<file path="config.mk">
export PLATFORM = sky130hd
export DESIGN_NAME = spi_peripheral
export DESIGN_NICKNAME = d
export VERILOG_FILES = /design/src/rtl/spi_peripheral.sv
export SDC_FILE = /design/constraint.sdc
export NUM_CORES = 1
export LEC_CHECK = 0
export CORE_UTILIZATION = 56
export CTS_CLUSTER_SIZE = 10
export DETAILED_ROUTE_END_ITERATION = 8
export GPL_ROUTABILITY_DRIVEN = 0
export MAX_ROUTING_LAYER = met4
export PLACE_DENSITY = 0.8
export SYNTH_ARGS = -nofsm -noshare
export SYNTH_HDL_FRONTEND = slang
export SYNTH_SLANG_ARGS = --single-unit
</file>
<file path="constraint.sdc">
create_clock -name i_clk -period 2.8 [get_ports i_clk]
set_clock_uncertainty 0.2 [all_clocks]
set_input_delay 0.7 -clock i_clk [delete_from_list [all_inputs] [get_ports i_clk]]
set_output_delay 0.7 -clock i_clk [all_outputs]
set_load 0.01 [all_outputs]
</file>
<file path="src/rtl/spi_peripheral.sv">
// SPI mode-0 responder: oversamples SCLK/CS_N/MOSI with i_clk, deserialises MOSI
// and serialises MISO from a single-entry transmit holding register.
//
// state  | meaning
// IDLE   | deselected, MISO tri-stated, SCLK edges ignored
// ACTIVE | selected, shifting words on synchronised SCLK edges
module spi_peripheral #(
  parameter int WIDTH       = 8,
  parameter int SYNC_STAGES = 2
) (
  input  logic             i_clk,
  input  logic             i_rst,
  input  logic             i_sclk,
  input  logic             i_cs_n,
  input  logic             i_mosi,
  output logic             o_miso,
  output logic             o_miso_oe,
  input  logic [WIDTH-1:0] i_tx_data,
  input  logic             i_tx_valid,
  output logic             o_tx_ready,
  output logic [WIDTH-1:0] o_rx_data,
  output logic             o_rx_valid,
  output logic             o_tx_underrun,
  output logic             o_busy
);

  localparam int CNT_W = (WIDTH > 2) ? $clog2(WIDTH) : 1;

  generate
    if (SYNC_STAGES < 2 || SYNC_STAGES > 3) begin : g_bad_sync
      $error("spi_peripheral: SYNC_STAGES must be 2 or 3");
    end
  endgenerate

  typedef enum logic {IDLE, ACTIVE} state_t;

  state_t state_q, state_d;

  logic [SYNC_STAGES-1:0] sclk_sync, cs_sync, mosi_sync;
  logic                   sclk_prev, cs_prev;
  logic                   sclk_s, cs_s, mosi_s;
  logic                   sclk_rise, sclk_fall, cs_rise, cs_fall;

  logic [CNT_W-1:0] bit_cnt;
  logic [WIDTH-2:0] rx_shift;
  logic [WIDTH-1:0] rx_next;
  logic [WIDTH-1:0] tx_shift;
  logic [WIDTH-1:0] hold_data;
  logic             hold_full;
  logic             accept;

  logic do_start, do_clear, do_sample, do_load, do_shift;

  always_ff @(posedge i_clk or posedge i_rst) begin
    if (i_rst) begin
      sclk_sync <= '0;
      cs_sync   <= '1;
      mosi_sync <= '0;
      sclk_prev <= 1'b0;
      cs_prev   <= 1'b1;
    end else begin
      sclk_sync <= {sclk_sync[SYNC_STAGES-2:0], i_sclk};
      cs_sync   <= {cs_sync[SYNC_STAGES-2:0], i_cs_n};
      mosi_sync <= {mosi_sync[SYNC_STAGES-2:0], i_mosi};
      sclk_prev <= sclk_s;
      cs_prev   <= cs_s;
    end
  end

  assign sclk_s    = sclk_sync[SYNC_STAGES-1];
  assign cs_s      = cs_sync[SYNC_STAGES-1];
  assign mosi_s    = mosi_sync[SYNC_STAGES-1];
  assign sclk_rise = sclk_s & ~sclk_prev;
  assign sclk_fall = ~sclk_s & sclk_prev;
  assign cs_rise   = cs_s & ~cs_prev;
  assign cs_fall   = ~cs_s & cs_prev;

  always_ff @(posedge i_clk or posedge i_rst) begin
    if (i_rst) state_q <= IDLE;
    else       state_q <= state_d;
  end

  // Deselect takes priority over any SCLK edge seen in the same cycle.
  always_comb begin
    state_d   = state_q;
    do_start  = 1'b0;
    do_clear  = 1'b0;
    do_sample = 1'b0;
    do_load   = 1'b0;
    do_shift  = 1'b0;
    case (state_q)
      IDLE: begin
        if (cs_fall) begin
          state_d  = ACTIVE;
          do_start = 1'b1;
          do_load  = 1'b1;
        end
      end
      ACTIVE: begin
        if (cs_rise) begin
          state_d  = IDLE;
          do_clear = 1'b1;
        end else begin
          if (sclk_rise) do_sample = 1'b1;
          if (sclk_fall) begin
            if (bit_cnt == '0) do_load  = 1'b1;
            else               do_shift = 1'b1;
          end
        end
      end
      default: state_d = IDLE;
    endcase
  end

  assign rx_next = {rx_shift, mosi_s};
  assign accept  = i_tx_valid & ~hold_full;

  always_ff @(posedge i_clk or posedge i_rst) begin
    if (i_rst) begin
      bit_cnt       <= '0;
      rx_shift      <= '0;
      o_rx_data     <= '0;
      o_rx_valid    <= 1'b0;
      tx_shift      <= '0;
      o_tx_underrun <= 1'b0;
    end else begin
      o_rx_valid    <= 1'b0;
      o_tx_underrun <= 1'b0;

      if (do_start || do_clear) begin
        bit_cnt  <= '0;
        rx_shift <= '0;
      end else if (do_sample) begin
        rx_shift <= rx_next[WIDTH-2:0];
        if (bit_cnt == CNT_W'(WIDTH - 1)) begin
          bit_cnt    <= '0;
          o_rx_data  <= rx_next;
          o_rx_valid <= 1'b1;
        end else begin
          bit_cnt <= bit_cnt + 1'b1;
        end
      end

      // An empty holding register at word start sends zeros and flags it.
      if (do_clear) begin
        tx_shift <= '0;
      end else if (do_load) begin
        tx_shift      <= hold_full ? hold_data : '0;
        o_tx_underrun <= ~hold_full;
      end else if (do_shift) begin
        tx_shift <= {tx_shift[WIDTH-2:0], 1'b0};
      end
    end
  end

  always_ff @(posedge i_clk or posedge i_rst) begin
    if (i_rst) begin
      hold_data <= '0;
      hold_full <= 1'b0;
    end else if (accept) begin
      hold_data <= i_tx_data;
      hold_full <= 1'b1;
    end else if (do_load && hold_full) begin
      hold_full <= 1'b0;
    end
  end

  assign o_tx_ready = ~hold_full;
  assign o_miso     = tx_shift[WIDTH-1];
  assign o_miso_oe  = (state_q == ACTIVE);
  assign o_busy     = (state_q == ACTIVE);

endmodule

</file>
==> impl_summary.log <==
INFO  metric vias = approximately 1100
INFO  metric floorplan.die_area = between 3000 and 4000 µm²
INFO  metric setup_repair_after_global_routing_missed_its_margin = no
INFO  metric timing.final.crit_share = 83.7%
INFO  metric synthesis.area = 1790 µm²
INFO  metric run_status = finished, final reports clean
INFO  metric drv_cap = 0
INFO  metric startpoint_type = flip-flop
INFO  metric synthTopCellsByArea = dfrtp_1, a22o_1, mux2_1, mux2_2, dfstp_2
INFO  metric synth.yosys.warnings = 0
INFO  metric maxSlewHeadroom = between 50% and 60%
INFO  metric setup-tns-final = 0 ns
INFO  metric core_area = roughly 3000 µm²
INFO  metric clock_tree.root_cell = clkbuf_4
INFO  metric crit_path_dat = 1.44 ns
INFO  metric crit_chain = inv_1 > clkdlybuf4s50_1
INFO  metric io_buffer_count = 27
INFO  metric finish.instance_area = ~2200 µm²
INFO  metric ant_nets = 0
INFO  metric fillCellCount = around 220
INFO  metric floorplan.io_pins = 28
INFO  metric detailed_routing_iteration_count_for_the_pre_antenna_repair_pass = 4
INFO  metric end_kind = primary output
INFO  metric number_of_hold_slack_violations_in_the_final_timing_report = 0
INFO  metric timing.final.ws_setup = roughly 0.46 ns
INFO  metric post_dr_vias_cell = ~5.3
INFO  metric ctsResizeCount = 0
INFO  metric worst_slew_pin_slew = between 0.6 and 0.7 ns
INFO  metric place_area = around 2100 µm²
INFO  metric cts_tree = done
INFO  metric dominantRegCellSynth = dfrtp_1
INFO  metric synth_seq_area_share = around 65%
INFO  metric cp_slowest_stage_delay = roughly 0.55 ns
INFO  metric initialDrtViolationCount = 22
INFO  metric final_net_count = 173
INFO  metric antenna-diode-count = 0
INFO  metric synth.distinct_cells = 25
INFO  metric worst_ep_required_time = around 1.9 ns
INFO  metric chipWidth = 58.5 µm
INFO  metric overflow = 0
INFO  metric critical_path_class = flip-flop to primary output
INFO  metric time_the_final_worst_path_needs_with_i_o_delays_and_setup = about 2.3 ns
INFO  metric worstHoldStart = cs_sync[0]$_DFF_PP1_
INFO  metric ff_latch_area = ~1200 µm²
INFO  metric grt_usage = 19.3%
INFO  metric power_density = between 700 and 800 nW/µm²
INFO  metric p_leak = 1.02 nW
INFO  metric path_clk_slew = about 0.11 ns
INFO  metric grt_max_degree = 47
INFO  metric hold_path_class = flip-flop to flip-flop
INFO  metric synth_top_area_cell = dfrtp_1
INFO  metric htree_levels = 2
INFO  metric holdBufCountCts = 0
INFO  metric final_layout_size_suffix_gt1_share = between 10% and 20%
INFO  metric drt_wl_total = around 2.8 mm
INFO  metric mostFrequentLayoutCell = dfrtp_1
INFO  metric yosysTopAreaCellShare = around three fifths
INFO  metric num_rows = 20
INFO  metric post_layout_nonfiller_instances = 201
INFO  metric hpwlAfterDp = roughly 2.1 mm
INFO  metric worstPathMaxFanout = 4
INFO  metric max_fclk = between 400 and 500 MHz
INFO  metric die_h = 58.5 µm
INFO  metric syn-mean-instance-area = 14.5 µm²
INFO  metric cts_buffer_depth = 2
INFO  metric synthesis.nets = 140
INFO  metric crit_slowest_cell = clkdlybuf4s50_1
INFO  metric clkSinkCount = 46
INFO  metric number_of_synthesized_flops_with_an_enable_pin = 0
INFO  metric maximum_vdd_drop = 455 µV
INFO  metric area_growth_syn_to_layout = 21.6%
INFO  metric first_global_vias = approximately 1000
INFO  metric final_max_slew_viol_count = 0
INFO  metric route.detailed.drc = 0
INFO  metric post-place-cells = 193
INFO  metric num_cts_buffers = 5
INFO  metric total_setup_violations_reported_at_the_end_of_the_flow = 0
INFO  metric synth-seq-cells = between 40 and 50
INFO  metric grt_pass1_wl = 4.55 mm
INFO  metric synthCells = between 100 and 150
INFO  metric rr_startpoint = cs_prev$_DFF_PP1_
INFO  metric initial_utilization = about three fifths
INFO  metric cts_post_setup_buffers_inserted = 0
INFO  metric grt_antenna_before_repair = 0
INFO  metric pre_cts_slack = about 0.65 ns
INFO  metric routed_wire_length_per_instance = between 10 and 15 µm
INFO  metric crit_start = hold_full$_DFFE_PP0P_
INFO  metric final_core_utilization = 71.7%
INFO  metric layout.cells.most_common_list = dfrtp_1, clkdlybuf4s50_1, a22o_1
INFO  metric clock_latency = between 0.3 and 0.4 ns
INFO  metric ys_async_sr_fraction = 100%
INFO  metric multiInputGateArea = about 590 µm²
-- flip-flops by register name, indices dropped and copies added (netlist names) --
name	count
cs_sync	2
sclk_prev	1
mosi_sync	2
rx_shift	7
o_busy	1
bit_cnt	3
o_rx_valid	1
cs_prev	1
sclk_sync	2
tx_shift	8
hold_full	1
o_tx_underrun	1
o_rx_data	8
hold_data	8
-- worst paths after layout --
| path | endpoint | slack [ns] | cells past startpoint |
|---|---|---|---|
| min | cs_sync[1]$_DFF_PP1_ | 0.16 | 0 |
| min reg2reg | cs_sync[1]$_DFF_PP1_ | 0.16 | 0 |
| max in group asynchronous | cs_prev$_DFF_PP1_ | 1.43 | 3 |
| min in group asynchronous | tx_shift[1]$_DFFE_PP0P_ | 0.58 | 3 |
| max reg2reg | o_rx_data[4]$_DFFE_PP0P_ | 0.63 | 4 |
| max | o_tx_ready | 0.46 | 2 |
-- kinds of logic after synthesis --
logic type,count (synthesis),synth area share (%)
fa+ha+maj,3,2.10
mux,16,10.1
compound gates,25,13.2
simple gates,22,7.49
buf+inv,11,2.52
flops,46,64.6
-- synthesized netlist by cell type, types with 2 or more instances --
cell	number
a221o_1	7
dfrtp_1	43
a22o_1	11
mux2_1	8
ha_1	3
nand2b_1	3
a21oi_1	2
and2_1	7
inv_1	7
mux2_2	8
nor2b_1	2
dfstp_2	3
clkbuf_1	2
a21o_1	2
nor2_1	4
nand2_1	2
-- worst max-delay path: cells and delay by family (launching register included) --
family,cells,cell delay (ns)
buffers and inverters,2,0.68
flip-flops,1,0.42
-- stage by stage --
step | power, mW | hold WS [ns]
2_1_floorplan | 1.10 | 0.131
3_3_place_gp | 1.20 | 0.133
3_5_place_dp | 1.22 | 0.147
4_1_cts | 1.54 | 0.167
5_1_grt | 1.61 | 0.172
6_report | 1.53 | 0.165
-- cell type report --
type                       count  share of cell area, %
sequential                    46                   53.2
multi-input combinational     66                   27.0
timing repair buffer          29                   13.1
clock buffer                   7                   2.53
tap                           44                   2.53
inverter                       8                   1.38
clock inverter                 1                  0.230
-- routing by layer --
| metal | vias to the layer above | track usage (%) | wire [µm] |
|---|---|---|---|
| li1 | 501 | - | - |
| met1 | 538 | 21.8 | 1220 |
| met2 | 26 | 30.0 | 1420 |
| met3 | 8 | 7.69 | 134 |
| met4 | 0 | 9.18 | 54 |
| met5 | - | - | 0 |
-- where the power goes --
group | internal [mW] | total (mW) | switching, mW
clock network | 0.122 | 0.317 | 0.195
logic | 0.187 | 0.314 | 0.126
registers | 0.808 | 0.896 | 0.0875
total | 1.12 | 1.53 | 0.409
Power figures use the tool's default switching activity.
